--- config.mk ---
export PLATFORM = sky130hd
export DESIGN_NAME = fetch_request_unit_flat
export DESIGN_NICKNAME = d
export VERILOG_FILES = /design/src/rtl/cpu_types_pkg.sv /design/src/rtl/fetch_request_unit_if.sv /design/src/rtl/npc_calc.sv /design/src/rtl/fetch_request_unit.sv /design/src/flat_wrapper.sv
export SDC_FILE = /design/constraint.sdc
export NUM_CORES = 1
export LEC_CHECK = 0
export BUFFER_PORTS_ARGS = -buffer_cell sky130_fd_sc_hd__buf_2
export CORE_ASPECT_RATIO = 1.4
export CORE_UTILIZATION = 46
export CTS_BUF_LIST = sky130_fd_sc_hd__clkbuf_2 sky130_fd_sc_hd__clkbuf_4 sky130_fd_sc_hd__clkbuf_8
export DETAILED_ROUTE_END_ITERATION = 6
export GPL_ROUTABILITY_DRIVEN = 0
export GPL_TIMING_DRIVEN = 0
export PLACE_DENSITY = 0.82
export SLEW_MARGIN = 25
export SYNTH_ARGS = -nofsm -noshare
export SYNTH_HDL_FRONTEND = slang
export SYNTH_SLANG_ARGS = --single-unit
--- constraint.sdc ---
create_clock -name CLK -period 9.8 [get_ports CLK]
set_input_delay 1.96 -clock CLK [delete_from_list [all_inputs] [get_ports CLK]]
set_output_delay 1.96 -clock CLK [all_outputs]
set_load 0.1 [all_outputs]
--- src/rtl/cpu_types_pkg.sv ---
// cpu_types_pkg -- shared types for the fetch request unit.
//   word_t        : 32-bit machine word
//   fetch_state_t : FETCH / DATA / HALTED
//   pc_ctrl_t     : control-flow bits steering next-PC selection
// No ports (package).
package cpu_types_pkg;

   typedef logic [31:0] word_t;

   typedef enum logic [1:0] {
      FETCH  = 2'd0,
      DATA   = 2'd1,
      HALTED = 2'd2
   } fetch_state_t;

   typedef struct packed {
      logic jumpreg;
      logic jump;
      logic branch_take;
   } pc_ctrl_t;

   localparam word_t WORD_STEP = 32'd4;

endpackage

--- src/rtl/fetch_request_unit_if.sv ---
// fetch_request_unit_if -- groups the decode-side controls, memory handshakes
// and PC outputs of the fetch request unit.
//   slave  : the fetch unit (drives pc, pc_plus4, requests, halt_out, mem_err,
//            state_dbg; samples everything else)
//   master : the surrounding pipeline / memory model
// Handshake: a request output (imemREN, dmemREN, dmemWEN) stays asserted until
// the matching hit (ihit for instruction reads, dhit for data accesses) is
// seen on a rising clock edge; the transfer completes on that edge.
interface fetch_request_unit_if;
   import cpu_types_pkg::*;

   logic         ihit;
   logic         dhit;
   logic         branch_take;
   logic         jump;
   logic         jumpreg;
   logic [15:0]  immediate;
   logic [25:0]  j_addr;
   word_t        jregaddr;
   logic         halt;
   logic         dREN_in;
   logic         dWEN_in;
   word_t        pc;
   word_t        pc_plus4;
   logic         imemREN;
   logic         dmemREN;
   logic         dmemWEN;
   logic         halt_out;
   logic         mem_err;
   fetch_state_t state_dbg;

   modport slave (
      input  ihit, dhit, branch_take, jump, jumpreg, immediate, j_addr,
             jregaddr, halt, dREN_in, dWEN_in,
      output pc, pc_plus4, imemREN, dmemREN, dmemWEN, halt_out, mem_err,
             state_dbg
   );

   modport master (
      output ihit, dhit, branch_take, jump, jumpreg, immediate, j_addr,
             jregaddr, halt, dREN_in, dWEN_in,
      input  pc, pc_plus4, imemREN, dmemREN, dmemWEN, halt_out, mem_err,
             state_dbg
   );

endinterface

--- src/rtl/npc_calc.sv ---
// npc_calc -- combinational next-PC selection.
//   pc, ctrl (jumpreg/jump/branch_take), immediate, j_addr, jregaddr : in
//   npc      : selected next PC (jumpreg > jump > branch > pc+4)
//   pc_plus4 : pc + 4 (wraps modulo 2^32)
module npc_calc
   import cpu_types_pkg::*;
(
   input  word_t       pc,
   input  pc_ctrl_t    ctrl,
   input  logic [15:0] immediate,
   input  logic [25:0] j_addr,
   input  word_t       jregaddr,
   output word_t       npc,
   output word_t       pc_plus4
);

   word_t br_off;

   assign pc_plus4 = pc + WORD_STEP;
   // Word offset: sign-extend then scale by 4.
   assign br_off   = {{14{immediate[15]}}, immediate, 2'b00};

   always_comb begin
      npc = pc_plus4;
      if (ctrl.jumpreg)
         npc = jregaddr;
      else if (ctrl.jump)
         npc = {pc_plus4[31:28], j_addr, 2'b00};
      else if (ctrl.branch_take)
         npc = pc_plus4 + br_off;
   end

endmodule

--- src/rtl/fetch_request_unit.sv ---
// fetch_request_unit -- holds the PC, issues instruction reads, forwards
// decoded loads/stores as data requests and stops on HALT.
//   CLK, nRST : clock, asynchronous active-low reset
//   bus       : fetch_request_unit_if.slave (controls, hits, pc/requests out)
// Parameters: PC_INIT (reset PC), TIMEOUT_CYCLES (data wait limit).
// Optional feature macro MEM_TIMEOUT_EN: bounds the DATA wait; on expiry it
// raises mem_err and halt_out and halts. Undefined: DATA waits forever and
// mem_err is tied to 0.
module fetch_request_unit
   import cpu_types_pkg::*;
#(
   parameter word_t PC_INIT        = 32'h0000_0000,
   parameter int    TIMEOUT_CYCLES = 255
) (
   input logic                  CLK,
   input logic                  nRST,
   fetch_request_unit_if.slave  bus
);

   fetch_state_t state_q, state_d;
   word_t        pc_q, pc_d;
   word_t        npc_q, npc_d;
   logic         dren_q, dren_d;
   logic         dwen_q, dwen_d;
   logic         halt_q, halt_d;
   word_t        npc;
   word_t        pc_plus4;
   pc_ctrl_t     ctrl;

`ifdef MEM_TIMEOUT_EN
   localparam int CNT_W = ($clog2(TIMEOUT_CYCLES + 1) > 8) ?
                          $clog2(TIMEOUT_CYCLES + 1) : 8;
   logic [CNT_W-1:0] cnt_q, cnt_d;
   logic             err_q, err_d;
`else
   // TIMEOUT_CYCLES only matters when the timeout is built in.
   logic unused_timeout_cfg;
   assign unused_timeout_cfg = ^TIMEOUT_CYCLES;
`endif

   assign ctrl = '{jumpreg: bus.jumpreg, jump: bus.jump,
                   branch_take: bus.branch_take};

   npc_calc u_npc_calc (
      .pc        (pc_q),
      .ctrl      (ctrl),
      .immediate (bus.immediate),
      .j_addr    (bus.j_addr),
      .jregaddr  (bus.jregaddr),
      .npc       (npc),
      .pc_plus4  (pc_plus4)
   );

   // State register
   always_ff @(posedge CLK or negedge nRST) begin
      if (!nRST) begin
         state_q <= FETCH;
         pc_q    <= PC_INIT;
         npc_q   <= '0;
         dren_q  <= 1'b0;
         dwen_q  <= 1'b0;
         halt_q  <= 1'b0;
`ifdef MEM_TIMEOUT_EN
         cnt_q   <= '0;
         err_q   <= 1'b0;
`endif
      end else begin
         state_q <= state_d;
         pc_q    <= pc_d;
         npc_q   <= npc_d;
         dren_q  <= dren_d;
         dwen_q  <= dwen_d;
         halt_q  <= halt_d;
`ifdef MEM_TIMEOUT_EN
         cnt_q   <= cnt_d;
         err_q   <= err_d;
`endif
      end
   end

   // Next-state logic
   always_comb begin
      state_d = state_q;
      pc_d    = pc_q;
      npc_d   = npc_q;
      dren_d  = dren_q;
      dwen_d  = dwen_q;
      halt_d  = halt_q;
`ifdef MEM_TIMEOUT_EN
      cnt_d   = cnt_q;
      err_d   = err_q;
`endif
      unique case (state_q)
         FETCH: begin
            if (bus.ihit) begin
               // HALT beats any decoded memory op.
               if (bus.halt) begin
                  state_d = HALTED;
                  halt_d  = 1'b1;
               end else if (bus.dREN_in || bus.dWEN_in) begin
                  state_d = DATA;
                  dren_d  = bus.dREN_in;
                  dwen_d  = bus.dWEN_in;
                  npc_d   = npc;
`ifdef MEM_TIMEOUT_EN
                  cnt_d   = '0;
`endif
               end else begin
                  pc_d = npc;
               end
            end
         end
         DATA: begin
            // dhit wins over a timeout expiring on the same edge.
            if (bus.dhit) begin
               state_d = FETCH;
               pc_d    = npc_q;
               dren_d  = 1'b0;
               dwen_d  = 1'b0;
`ifdef MEM_TIMEOUT_EN
            end else if (cnt_q == CNT_W'(TIMEOUT_CYCLES - 1)) begin
               // This edge closes the TIMEOUT_CYCLES-th waiting cycle.
               state_d = HALTED;
               dren_d  = 1'b0;
               dwen_d  = 1'b0;
               halt_d  = 1'b1;
               err_d   = 1'b1;
            end else begin
               cnt_d = cnt_q + CNT_W'(1);
`endif
            end
         end
         HALTED: begin
         end
         default: state_d = FETCH;
      endcase
   end

   // Output logic
   always_comb begin
      bus.pc        = pc_q;
      bus.pc_plus4  = pc_plus4;
      bus.imemREN   = (state_q == FETCH);
      bus.dmemREN   = dren_q;
      bus.dmemWEN   = dwen_q;
      bus.halt_out  = halt_q;
      bus.state_dbg = state_q;
`ifdef MEM_TIMEOUT_EN
      bus.mem_err   = err_q;
`else
      bus.mem_err   = 1'b0;
`endif
   end

endmodule

--- src/flat_wrapper.sv ---
// flat-port wrapper written by rule: the top's interface ports become plain ports
module fetch_request_unit_flat import cpu_types_pkg::*;
#(
   parameter word_t PC_INIT        = 32'h0000_0000,
   parameter int    TIMEOUT_CYCLES = 255
)
  (CLK, nRST, bus_ihit, bus_dhit, bus_branch_take, bus_jump, bus_jumpreg, bus_immediate, bus_j_addr, bus_jregaddr, bus_halt, bus_dREN_in, bus_dWEN_in, bus_pc, bus_pc_plus4, bus_imemREN, bus_dmemREN, bus_dmemWEN, bus_halt_out, bus_mem_err, bus_state_dbg);
  fetch_request_unit_if bus_i ();
  input logic CLK;
  input logic nRST;
  input wire logic [$bits(bus_i.ihit)-1:0] bus_ihit;
  input wire logic [$bits(bus_i.dhit)-1:0] bus_dhit;
  input wire logic [$bits(bus_i.branch_take)-1:0] bus_branch_take;
  input wire logic [$bits(bus_i.jump)-1:0] bus_jump;
  input wire logic [$bits(bus_i.jumpreg)-1:0] bus_jumpreg;
  input wire logic [$bits(bus_i.immediate)-1:0] bus_immediate;
  input wire logic [$bits(bus_i.j_addr)-1:0] bus_j_addr;
  input wire logic [$bits(bus_i.jregaddr)-1:0] bus_jregaddr;
  input wire logic [$bits(bus_i.halt)-1:0] bus_halt;
  input wire logic [$bits(bus_i.dREN_in)-1:0] bus_dREN_in;
  input wire logic [$bits(bus_i.dWEN_in)-1:0] bus_dWEN_in;
  output wire logic [$bits(bus_i.pc)-1:0] bus_pc;
  output wire logic [$bits(bus_i.pc_plus4)-1:0] bus_pc_plus4;
  output wire logic [$bits(bus_i.imemREN)-1:0] bus_imemREN;
  output wire logic [$bits(bus_i.dmemREN)-1:0] bus_dmemREN;
  output wire logic [$bits(bus_i.dmemWEN)-1:0] bus_dmemWEN;
  output wire logic [$bits(bus_i.halt_out)-1:0] bus_halt_out;
  output wire logic [$bits(bus_i.mem_err)-1:0] bus_mem_err;
  output wire logic [$bits(bus_i.state_dbg)-1:0] bus_state_dbg;
  assign bus_i.ihit = bus_ihit;
  assign bus_i.dhit = bus_dhit;
  assign bus_i.branch_take = bus_branch_take;
  assign bus_i.jump = bus_jump;
  assign bus_i.jumpreg = bus_jumpreg;
  assign bus_i.immediate = bus_immediate;
  assign bus_i.j_addr = bus_j_addr;
  assign bus_i.jregaddr = bus_jregaddr;
  assign bus_i.halt = bus_halt;
  assign bus_i.dREN_in = bus_dREN_in;
  assign bus_i.dWEN_in = bus_dWEN_in;
  assign bus_pc = bus_i.pc;
  assign bus_pc_plus4 = bus_i.pc_plus4;
  assign bus_imemREN = bus_i.imemREN;
  assign bus_dmemREN = bus_i.dmemREN;
  assign bus_dmemWEN = bus_i.dmemWEN;
  assign bus_halt_out = bus_i.halt_out;
  assign bus_mem_err = bus_i.mem_err;
  assign bus_state_dbg = bus_i.state_dbg;
  fetch_request_unit #(.PC_INIT(PC_INIT), .TIMEOUT_CYCLES(TIMEOUT_CYCLES)) u_core (.CLK(CLK), .nRST(nRST), .bus(bus_i));
endmodule
* Word-level counts from Yosys, hierarchy flattened
Index checks and enable logic that the tools add are counted. W data, S select, Z words.
Cells by class: add/sub/neg operators 2, equal/unequal tests 8, muxes and demuxes 22, bitwise logic cells 2, reduce and logical (&&, ||, !) cells 8
Operator list (count):
- $mux W32 | 7
- $pmux W32 S2 | 1
- $add A32 B3 Y32 const B | 1
- $add A32 B32 Y32 | 1
- $reduce_and A5 Y1 | 2
- $mux W2 | 4
- $ne A2 B2 Y1 const B | 4
- $reduce_and A4 Y1 | 2
- $mux W1 | 7
- $pmux W2 S3 | 1
- $pmux W1 S2 | 2
- $ne A3 B2 Y1 const B | 1
- $reduce_and A3 Y1 | 1
- $eq A2 B1 Y1 const B | 1
- $eq A2 B2 Y1 const B | 1
- $logic_not A2 Y1 | 1
- $ne A2 B1 Y1 const B | 1
- $not A1 Y1 | 2
- $reduce_bool A2 Y1 | 1
- $logic_or A1 B1 Y1 | 1
Storage, ports and cells: flip-flop bits (word level) 69, output and inout port bits 71, word-level logic and storage cells 48

* Longest topological paths before layout
Gate-level depths: netlist of the first run.
depth after elaboration 9, depth in mapped cells 16, depth with buffers taken out 14

* Modules after synthesis
A second synthesis of the first run with hierarchy kept.
Second synthesis, totals: cell total of the unflattened synthesis 675, area total of the unflattened synthesis 6482.5 µm²
Modules (own cells, without submodules):
- fetch_request_unit | instances 1, cells each 196, area each 3319.4 µm², seq. area each 1726.7 µm²
- npc_calc | instances 1, cells each 479, area each 3163.0 µm², seq. area each 0.0 µm²

* Worst setup path after synthesis of the first run
OpenSTA, ideal clock, no wires.
kind flip-flop to flip-flop, start register u_core.pc_q[13] (netlist: u_core.bus.pc[13]), end register u_core.pc_q[31] (netlist: u_core.bus.pc[31]), library setup time 0.150 ns, data arrival time 5.847 ns, data required time 9.650 ns, setup slack 3.802 ns, cell stages (with the launch flop) 17, path buffers 2, period minus slack after synthesis 5.998 ns, cells stage by stage dfrtp_1 > buf_2 > nand4_2 > or3_4 > nor3_2 > nand3_1 > xnor2_1 > ha_1 > clkbuf_1 > a21oi_1 > o21ai_0 > a221oi_1 > nand2_1 > or3_1 > nand3_1 > mux2i_1 > a41oi_1
On the way: longest elaborated chain between the ends 9
RTL lines:
- start: declaration | line fetch_request_unit.sv:21 | word_t pc_q, pc_d;
- start signal: assignment | line fetch_request_unit.sv:69 | pc_q <= pc_d;
- $add A32 B3 Y32 | line npc_calc.sv:19 | assign pc_plus4 = pc + WORD_STEP;
- named net bus_pc_plus4[26] | line flat_wrapper.sv:23 | output wire logic [$bits(bus_i.pc_plus4)-1:0] bus_pc_plus4;
- $add A32 B32 Y32 | line npc_calc.sv:30 | npc = pc_plus4 + br_off;
- $mux W32 | line npc_calc.sv:29 | else if (ctrl.branch_take)
- $mux W32 | line npc_calc.sv:27 | else if (ctrl.jump)
- $mux W32 | line npc_calc.sv:25 | if (ctrl.jumpreg)
- $mux W32 | line fetch_request_unit.sv:100 | end else if (bus.dREN_in || bus.dWEN_in) begin
- $mux W32 | line fetch_request_unit.sv:97 | if (bus.halt) begin
- $mux W32 | line fetch_request_unit.sv:95 | if (bus.ihit) begin
- $pmux W32 S2 | line fetch_request_unit.sv:93 | unique case (state_q)
The timed path passes the listed nets, and every way through them passes these cells. The select of a mux whose other input is x is not followed. A chain may end at the register's enable or synchronous reset.

* Worst setup path in the final report of the first run
start register u_core.pc_q[13] (netlist: u_core.bus.pc[13]), end output bus_pc_plus4[24]
On the way: longest elaborated chain between the ends 1
RTL lines (line):
- $add A32 B3 Y32 | npc_calc.sv:19
- end: declaration | flat_wrapper.sv:23
Every way passes these cells.

==> impl_results.md, run 1 <==
* Post-synth top flop: dfrtp_1
* Total die area at 13600 sq um
* Mapped Area at 6040 sq um
* Port-buffer cells at 153
* Nets at 1050
* Critical Path Sink Type: primary output
* Critical Path AT at 2.92 ns
* R2R setup slack at 5.40 ns
* Most frequent cells in the layout: 157 x buf_2, 93 x nand2_1, 73 x a21oi_1
* Starting Density at 47.1%
* Critical Path Start Type: flip-flop
* Post-CTS Hold Fix Bufs at 0
* Worst slew margin at 43.8%
* Setup ws final at 4.92 ns
* Final Skew at 0.00494 ns
* Clock latency on the worst-skew pair at 0.35 ns
* CP Max Fanout at 7
* Final cycle utilization of the critical path at 49.8%
* Worst slew pin tran at 0.844 ns
* Vias per cell at 6.35
* Yosys cell types at 67
* Syn avg cell area at 7.90 sq um
* CTS Buf Count at 9
* Max cap viols at 0
* Post-synth EDFFs at 0
* Row cnt at 49
* Final instance area at 7170 sq um
* Gr usage total at 31.7%
* Post-Synth XOR/XNOR Area at 6.22%
* Hold Vio Cnt, Final at 0
* HPWL Detailed at 17100 um
* Setup Fix Bufs, Post-CTS at 0
* H-tree levels at 3
* Grt peak-use layer: met2
* DP Worst Slack at 4.87 ns
* Outcome: complete, no violations
* Fmax at 0.205 GHz
* Vias in the first global route at 6438
* Synth Area in Simple Gates at 21.8%
* Final TNS setup at 0 ns
* Main combinational cell family by area after synthesis: compound AO/OA/AOI/OAI gates
* M1 GR Usage at 37.0%
* Synth warnings at 0
* Fin. max-slew vios at 0
* Post-place instance area at 7030 sq um
* Final setup fails at 0
* Multiplexer area fraction after synthesis at 2.05%
* Fillcell total at 1230
* CP required at 7.84 ns
* Area Overhead vs Synth at 18.8%
* Routing usage on met2 at 53.1%
* Initial antenna violation count at 0
* FF+latch count, synth at 69
* Largest net degree at the start of global routing at 53
* Layout cell share with drive strength beyond 1 at 21.2%
* Post-DRT Antenna Nets at 0
* Post-Synth Adder-Cell Area at 7.79%
* Async set or reset register ratio after synthesis at 100%
* DR WL/cell at 20.0 um
* Met3 Resource Use GR at 4.87%
* Vias at 6876
* Die span in x at 98.8 um
* Most common cell after layout, fill and taps aside: buf_2
* I/O pin total at 155
* RSZ-0062 raised after global routing: no
* Post-layout min period at 4.88 ns
* CTS Buffer Depth at 2
* Final core occ at 56.0%
* Post-CTS Resized at 0
* Routed wire length at 21700 um
* Register area share after synthesis at 28.6%
* Synth Area in Compound Gates at 29.4%
* Die Y-Extent at 138 um
* DR DRC count at 0
* Synth Net Count at 885
* CTS tree: done
* Drt first pass iters at 6
* Crit path kind: flip-flop to primary output
* Core Box Area at 12800 sq um
* Root Buffer: clkbuf_8
* CTS sink count at 69
* Syn Inst Count at 764
* First DRT Iteration DRCs at 551
* Clock-pin slew on the worst setup and hold paths at 0.07 ns
* Antenna cells at 0
* First-pass GRT wire length at 32700 um
* Remaining Overflow, GRT at 0
* Worst hold path type: flip-flop to flip-flop
-- state kept, by name, summed over array words and instances (netlist names) --
name / flops
u_core.bus.pc: 32
u_core.npc_q: 32
u_core.bus.state_dbg: 2
u_core.bus.dmemREN: 1
u_core.bus.dmemWEN: 1
u_core.bus.halt_out: 1
-- per-stage QoR --
stage,std cells,hold slack (ns)
final,1082,0.471
after floorplan,764,0.440
after CTS,1082,0.473
after global routing,1082,0.501
after detailed placement,1071,0.458
after global placement,1070,0.446
-- final cells by class --
type                    instances  area [sq um]  share of cell area (%)
repair buffers                154           796                    11.1
multi-input cells             637          4070                    56.7
inverters                      14          52.6                   0.733
well taps                     153           191                    2.67
plain buffers                  44           190                    2.65
clock buffers                  11           145                    2.02
flip-flops and latches         69          1730                    24.1
-- cell usage after synthesis, drive strengths merged (4+ instances only) --
master   count  area [sq um]
a2111oi      5          50.0
a211oi      15           128
a21o        14           105
a21oi       73           365
a221o        4          40.0
a221oi       4          35.0
a31oi        8          50.1
and2         6          37.5
and3        21           131
and4         7          61.3
buf         12          70.1
clkbuf      32           120
dfrtp       69          1730
ha          36           450
inv         14          52.6
mux2i        9          90.1
nand2       93           349
nand2b       5          31.3
nand3       18          90.1
nand4       18           125
nor2        59           221
nor3        17           106
o211ai       9          67.6
o21a         8          60.1
o21ai       71           355
o21bai       8          60.1
o221ai       4          41.3
o22ai       16           100
o31ai       13          97.6
or3         17           111
xnor2       25           226
xor2        17           149
-- cells by family (layout without fill, tap and decap cells) --
kind of cell    Yosys count  after routing
fa+ha+maj                37             37
simple gates            268            268
mux                      12             12
buf+inv                  58            223
other cells               1              1
compound gates          277            277
flops                    69             69
xor+xnor                 42             42
-- final timing paths --
kind	from	to	cells past startpoint
max reg2reg	u_core.bus.pc[13]	u_core.bus.pc[31]	16
max	u_core.bus.pc[13]	bus_pc_plus4[24]	7
min	u_core.bus.halt_out	u_core.bus.halt_out	1
min reg2reg	u_core.bus.halt_out	u_core.bus.halt_out	1
min in group asynchronous	nRST	u_core.bus.pc[2]	1
max in group asynchronous	nRST	u_core.bus.pc[30]	2
-- routing by layer --
metal  wire length [um]  vias to the layer above
li1                   -                     3169
met1               7980                     3192
met2              10300                      421
met3               1930                       94
met4               1480                        0
met5                  0                        -
-- critical path, stage by stage, from the launching register on --
cell	delay [ns]
dfrtp_1	0.42
buf_2	0.21
nand4_2	0.20
or3_4	0.46
nor3_2	0.22
nand2_1	0.11
xnor2_1	0.43
buf_2	0.52
Power of run 1 is not shown: default switching activity piles up to over one toggle a cycle in this logic, so the estimate is an artifact.
==> inputs of run 2 (changes only) <==
--- a/config.mk
+++ b/config.mk
@@ -12,7 +12,7 @@
 export DETAILED_ROUTE_END_ITERATION = 6
 export GPL_ROUTABILITY_DRIVEN = 0
 export GPL_TIMING_DRIVEN = 0
-export PLACE_DENSITY = 0.82
+export PLACE_DENSITY = 0.85
 export SLEW_MARGIN = 25
 export SYNTH_ARGS = -nofsm -noshare
 export SYNTH_HDL_FRONTEND = slang
==> constraint.sdc (replaced) <==
create_clock -name CLK -period 4.2 [get_ports CLK]
set_input_delay 0.84 -clock CLK [delete_from_list [all_inputs] [get_ports CLK]]
set_output_delay 0.84 -clock CLK [all_outputs]
set_load 0.1 [all_outputs]
==> run 2 against run 1 <==
The flow now finishes with violations (DRC). Register-to-register slack got worse by 5.2 ns. Non-clock buffer count increased by 2. First-iteration DRC count decreased by 5.1%. Via count increased by 1.9%.
==> impl_results.md, run 2 (synthesis results as in run 1) <==
* Outcome: finished with violations
* Failing checks: DRC
* Starting Density at 47.1% (unchanged)
* Worst hold path type: primary input to asynchronous set/reset pin
* Vias per cell at 6.43 (+1.2%)
* Post-place instance area at 7570 sq um (+7.8%)
* Routed wire length at 22300 um (+2.9%)
* Clock latency on the worst-skew pair at 0.35 ns (about the same)
* Final setup fails at 0 (unchanged)
* Die Y-Extent at 138 um (unchanged)
* CTS Buffer Depth at 2 (unchanged)
* Crit path kind: flip-flop to flip-flop
* Critical Path Sink Type: flip-flop
* Most common cell after layout, fill and taps aside: buf_2
* Final cycle utilization of the critical path at 94.5%
* Fin. max-slew vios at 0 (unchanged)
* Drt first pass iters at 7 (+1)
* Nets at 1052 (+0.19%)
* Worst r2r src: u_core.bus.pc[4]
* Layout cell share with drive strength beyond 1 at 28.2% (+7.0 points)
* First DRT Iteration DRCs at 523 (-5.1%)
* I/O pin total at 155 (unchanged)
* Die span in x at 98.8 um (unchanged)
* WHS at 0.420 ns (-0.0509 ns)
* Hold Vio Cnt, Final at 0 (unchanged)
* Gr usage total at 33.1% (+1.4 points)
* CTS sink count at 69 (unchanged)
* Critical Path Start Type: flip-flop
* Initial antenna violation count at 0 (unchanged)
* CP required at 4.44 ns (-3.40 ns)
* Area Overhead vs Synth at 29.0%
* Max cap viols at 0 (unchanged)
* Worst Reg2Reg Path Length in Cells at 16 (unchanged)
* Total die area at 13600 sq um (unchanged)
* Worst slew margin at 39.4% (-4.3 points)
* CP Max Fanout at 7 (unchanged)
* Core Box Area at 12800 sq um (unchanged)
* Remaining Overflow, GRT at 0 (unchanged)
* HPWL Detailed at 17700 um (+3.5%)
* DR WL/cell at 20.4 um (+2.2%)
* H-tree levels at 3 (unchanged)
* Post-layout min period at 3.97 ns
* Fillcell total at 1128 (-8.3%)
* Worst slew pin tran at 0.909 ns (+0.0652 ns)
* Final core occ at 60.8% (+4.8 points)
* R2R setup slack at 0.23 ns (-5.17 ns)
* Port-buffer cells at 153 (unchanged)
* Clock-pin slew on the worst setup and hold paths at 0.08 ns (about the same)
* Antenna cells at 0 (unchanged)
* First-pass GRT wire length at 34200 um (+4.5%)
* Row cnt at 49 (unchanged)
* Fmax at 0.252 GHz
* DR DRC count at 4 (+4)
* Final instance area at 7790 sq um (+8.7%)
* RSZ-0062 raised after global routing: no
* Post-DRT Antenna Nets at 0 (unchanged)
* Final Skew at 0.00824 ns (+0.00329 ns)
* CTS Buf Count at 9 (unchanged)
* Vias in the first global route at 6549 (+1.7%)
* Most frequent cells in the layout: 156 x buf_2, 93 x nand2_1, 72 x a21oi_1
* Worst R2R End: u_core.bus.pc[21]
* Root Buffer: clkbuf_8
* Vias at 7004 (+1.9%)
* Critical Path AT at 4.21 ns (+1.29 ns)
* Largest net degree at the start of global routing at 42 (-21%)
* CTS tree: done
-- run 2: cell types whose count changed in the layout (fill, tap and decap cells not counted), sizes merged --
| cell | before | now |
|---|---|---|
| clkbuf | 43 | 45 |
| clkinv | 0 | 1 |
| buf | 166 | 168 |
| clkinvlp | 0 | 2 |
-- run 2: area by class of cell --
class,instances,area [sq um],share of cell area [%]
inverter,14,52.6,0.674
timing repair buffer,156,803,10.3
clock inverter,3,20.0,0.257
tap,153,191,2.46
multi-input combinational,637,4550,58.4
sequential,69,1800,23.1
clock buffer,13,166,2.14
buffer,44,206,2.65
-- run 2: repair_timing --
item / in CTS / in global routing
resized for setup: 0 / 7
setup endpoints to repair: 0 / 13
setup buffers: 0 / 2
hold buffers: 0 / 0
-- run 2: how the worst max path moves through the flow --
stage | start | end | slack, ns | cells past startpoint
finish | u_core.bus.pc[4] | u_core.bus.pc[21] | 0.23 | 16
global route | u_core.bus.pc[4] | u_core.bus.pc[27] | 0.03 | 16
CTS | u_core.bus.pc[9] | u_core.npc_q[25] | 0.08 | 12
detailed placement | u_core.bus.pc[9] | u_core.npc_q[25] | 0.1 | 12
global placement | u_core.bus.pc[9] | u_core.bus.pc[25] | 0.13 | 12
floorplan | u_core.bus.pc[13] | u_core.bus.pc[31] | -0.04 | 16
-- run 2: per-layer routing --
layer  track usage (%)  routed length, um
met5                 0                  0
met4              21.4               1290
met3              4.97               1930
met2              56.6              11000
met1              38.7               8050
-- run 2: critical path, cell delays in order, from the launching register on --
cell and delay, ns:
dfrtp_4 0.47, and4_1 0.20, buf_4 0.14, nand3_2 0.18, nor2b_2 0.21, nand4_1 0.23
xnor2_4 0.23, ha_1 0.29, buf_2 0.16, a21oi_1 0.23, o21ai_1 0.16, nand4_1 0.12
o211ai_1 0.16, or3_1 0.38, a31oi_1 0.34, o311ai_0 0.21, o21a_1 0.16
-- run 2: metrics by stage --
| stage | setup slack [ns] | cells | TNS [ns] |
|---|---|---|---|
| finish | 0.229 | 1089 | 0 |
| global route | 0.0300 | 1089 | 0 |
| CTS | 0.0783 | 1087 | 0 |
| detailed placement | 0.0997 | 1071 | 0 |
| global placement | 0.130 | 1070 | 0 |
| floorplan | -0.0440 | 764 | -0.0518 |
Power of run 2 is left out for the same reason.
==> inputs of run 3 (changes only) <==
--- a/config.mk
+++ b/config.mk
@@ -7,6 +7,7 @@
 export LEC_CHECK = 0
 export BUFFER_PORTS_ARGS = -buffer_cell sky130_fd_sc_hd__buf_2
 export CORE_ASPECT_RATIO = 1.4
+export CORE_MARGIN = 4
 export CORE_UTILIZATION = 46
 export CTS_BUF_LIST = sky130_fd_sc_hd__clkbuf_2 sky130_fd_sc_hd__clkbuf_4 sky130_fd_sc_hd__clkbuf_8
 export DETAILED_ROUTE_END_ITERATION = 6
==> run 3 against run 2 <==
Clock-buffer cell count stayed put. Sequential cell count is the same. First-iteration DRC count rose by 4.8%. Critical endpoint is now u_core.bus.pc[31]. Register-to-register slack barely moved. The run now ends clean. Largest cell class unchanged.
==> impl_results.md, run 3 (synthesis results as in run 1) <==
* DR DRC count at 0 (-4)
* DR WL/cell at 21.0 um (+2.5%)
* Max cap viols at 0 (unchanged)
* HPWL Detailed at 18200 um (+2.6%)
* Crit-path slowest cell: dfrtp_4
* Outcome: complete, no violations
* Routed wire length at 22800 um (+2.5%)
* Vias at 7080 (+1.1%)
* Fmax at 0.251 GHz (-0.34%)
* Vias in the first global route at 6694 (+2.2%)
* Starting Density at 46.9% (-0.22 points)
* RSZ-0062 raised after global routing: no
* Fin. max-slew vios at 0 (unchanged)
* Most common cell after layout, fill and taps aside: buf_2
* Critical Path AT at 4.18 ns (-0.03 ns)
* Worst R2R End: u_core.bus.pc[31]
* Layout cell share with drive strength beyond 1 at 28.5% (+0.32 points)
* H-tree levels at 3 (unchanged)
* CTS tree: done
* Initial antenna violation count at 0 (unchanged)
* Worst path max stage delay at 0.42 ns (-0.05 ns)
* Worst hold path type: primary input to asynchronous set/reset pin
* Row cnt at 49 (unchanged)
* Vias per cell at 6.50 (+1.1%)
* Area Overhead vs Synth at 30.4%
* Worst path top cell family by delay: simple AND/OR/NAND/NOR gates
* Post-DRT Antenna Nets at 0 (unchanged)
* Area occupied by multi-input gates at 4560 sq um (+0.36%)
* Remaining Overflow, GRT at 0 (unchanged)
* Largest net degree at the start of global routing at 53 (+26%)
* Worst Reg2Reg Path Length in Cells at 16 (unchanged)
* Worst slew pin tran at 0.810 ns (-0.0991 ns)
* Core Box Area at 12900 sq um (+0.48%)
* CTS sink count at 69 (unchanged)
* Drt first pass iters at 5 (-2)
* Seq. cell area at 1800 sq um (unchanged)
* Worst Path Buf+Inv at 2 (unchanged)
* Most frequent cells in the layout: 156 x buf_2, 93 x nand2_1, 72 x a21oi_1
* Clock latency on the worst-skew pair at 0.35 ns (about the same)
* Final Skew at 0.00842 ns (+0.000181 ns)
* Die Y-Extent at 144 um (+4.4%)
* Fillcell total at 1120 (-0.71%)
* Worst slew margin at 46.0% (+6.6 points)
* Port-buffer cells at 153 (unchanged)
* First DRT Iteration DRCs at 548 (+4.8%)
* Crit-path cells: buf_6, nand4_4, or3_4, nor3_4, nand3_2, xnor2_4, ha_1, clkbuf_8, a21oi_2, o21ai_1, a221oi_1, nand2_1, or3_1, nand3_1, mux2i_1, a41oi_1
* Nets at 1052 (unchanged)
* CTS Buf Count at 9 (unchanged)
* Total die area at 15000 sq um (+11%)
* Critical Path Sink Type: flip-flop
* Clock-pin slew on the worst setup and hold paths at 0.07 ns (about the same)
* Antenna cells at 0 (unchanged)
* I/O pin total at 155 (unchanged)
* Hold Vio Cnt, Final at 0 (unchanged)
* Post-layout min period at 3.98 ns (+0.0135 ns)
* Final cycle utilization of the critical path at 94.9% (+0.32 points)
* Critical Path Start Type: flip-flop
* Root Buffer: clkbuf_8
* CTS Buffer Depth at 2 (unchanged)
* CP required at 4.39 ns (-0.05 ns)
* First-pass GRT wire length at 35000 um (+2.5%)
* Crit path kind: flip-flop to flip-flop
* Worst r2r src: u_core.bus.pc[13]
* Die span in x at 105 um (+6.1%)
* R2R setup slack at 0.22 ns (about the same)
* CP Max Fanout at 9 (+2)
* Final TNS setup at 0 ns (unchanged)
* Final setup fails at 0 (unchanged)
* Post-CTS Hold Fix Bufs at 0 (unchanged)
* Gr usage total at 29.6% (-3.5 points)
## run 3: cell count changes in the layout (fill, tap and decap cells not counted), sizes merged
cell	delta
clkinvlp	-2
bufinv	+2
## run 3: area by class of cell
cell class | count | area share, %
flip-flops and latches | 69 | 22.9
well taps | 153 | 2.43
plain buffers | 44 | 2.62
repair buffers | 156 | 10.3
clock buffers | 13 | 2.27
clock inverters | 3 | 0.826
multi-input cells | 637 | 58.0
inverters | 14 | 0.668
## run 3: stage by stage
step           hold WS (ns)  setup WS, ns  cells  cell area (sq um)  util [%]
6_report              0.354         0.216   1089               7870      61.1
5_1_grt               0.360       0.00563   1089               7870      61.1
4_1_cts               0.358        0.0104   1087               7830      60.8
3_5_place_dp          0.463        0.0261   1071               7580      58.9
3_3_place_gp          0.446         0.135   1070               7550      58.6
2_1_floorplan         0.440       -0.0440    764               6590         -
## run 3: how the worst max path moves through the flow
stage	slack, ns	end	startpoint	cells after the start
final	0.22	u_core.bus.pc[31]	u_core.bus.pc[13]	16
after global routing	0.006	u_core.bus.pc[25]	u_core.bus.pc[4]	15
after CTS	0.01	u_core.bus.pc[25]	u_core.bus.pc[9]	12
after detailed placement	0.03	u_core.bus.pc[25]	u_core.bus.pc[9]	12
after global placement	0.13	u_core.bus.pc[25]	u_core.bus.pc[9]	12
after floorplan	-0.04	u_core.bus.pc[31]	u_core.bus.pc[13]	16
## run 3: timing repair
action	CTS	global route
endpoints found under the hold margin	0	0
gates resized for setup	0	8
endpoints found under the setup margin	0	10
buffers inserted	0	2
## run 3: routing by layer
layer | vias up | GRT usage, % | share of wire, %
met4 | 0 | 17.0 | 5.0
met1 | 3328 | 34.8 | 36
met2 | 478 | 51.4 | 50
met3 | 90 | 4.72 | 9.3
met5 | - | 0 | 0
li1 | 3184 | - | -
Power of run 3 is left out for the same reason.
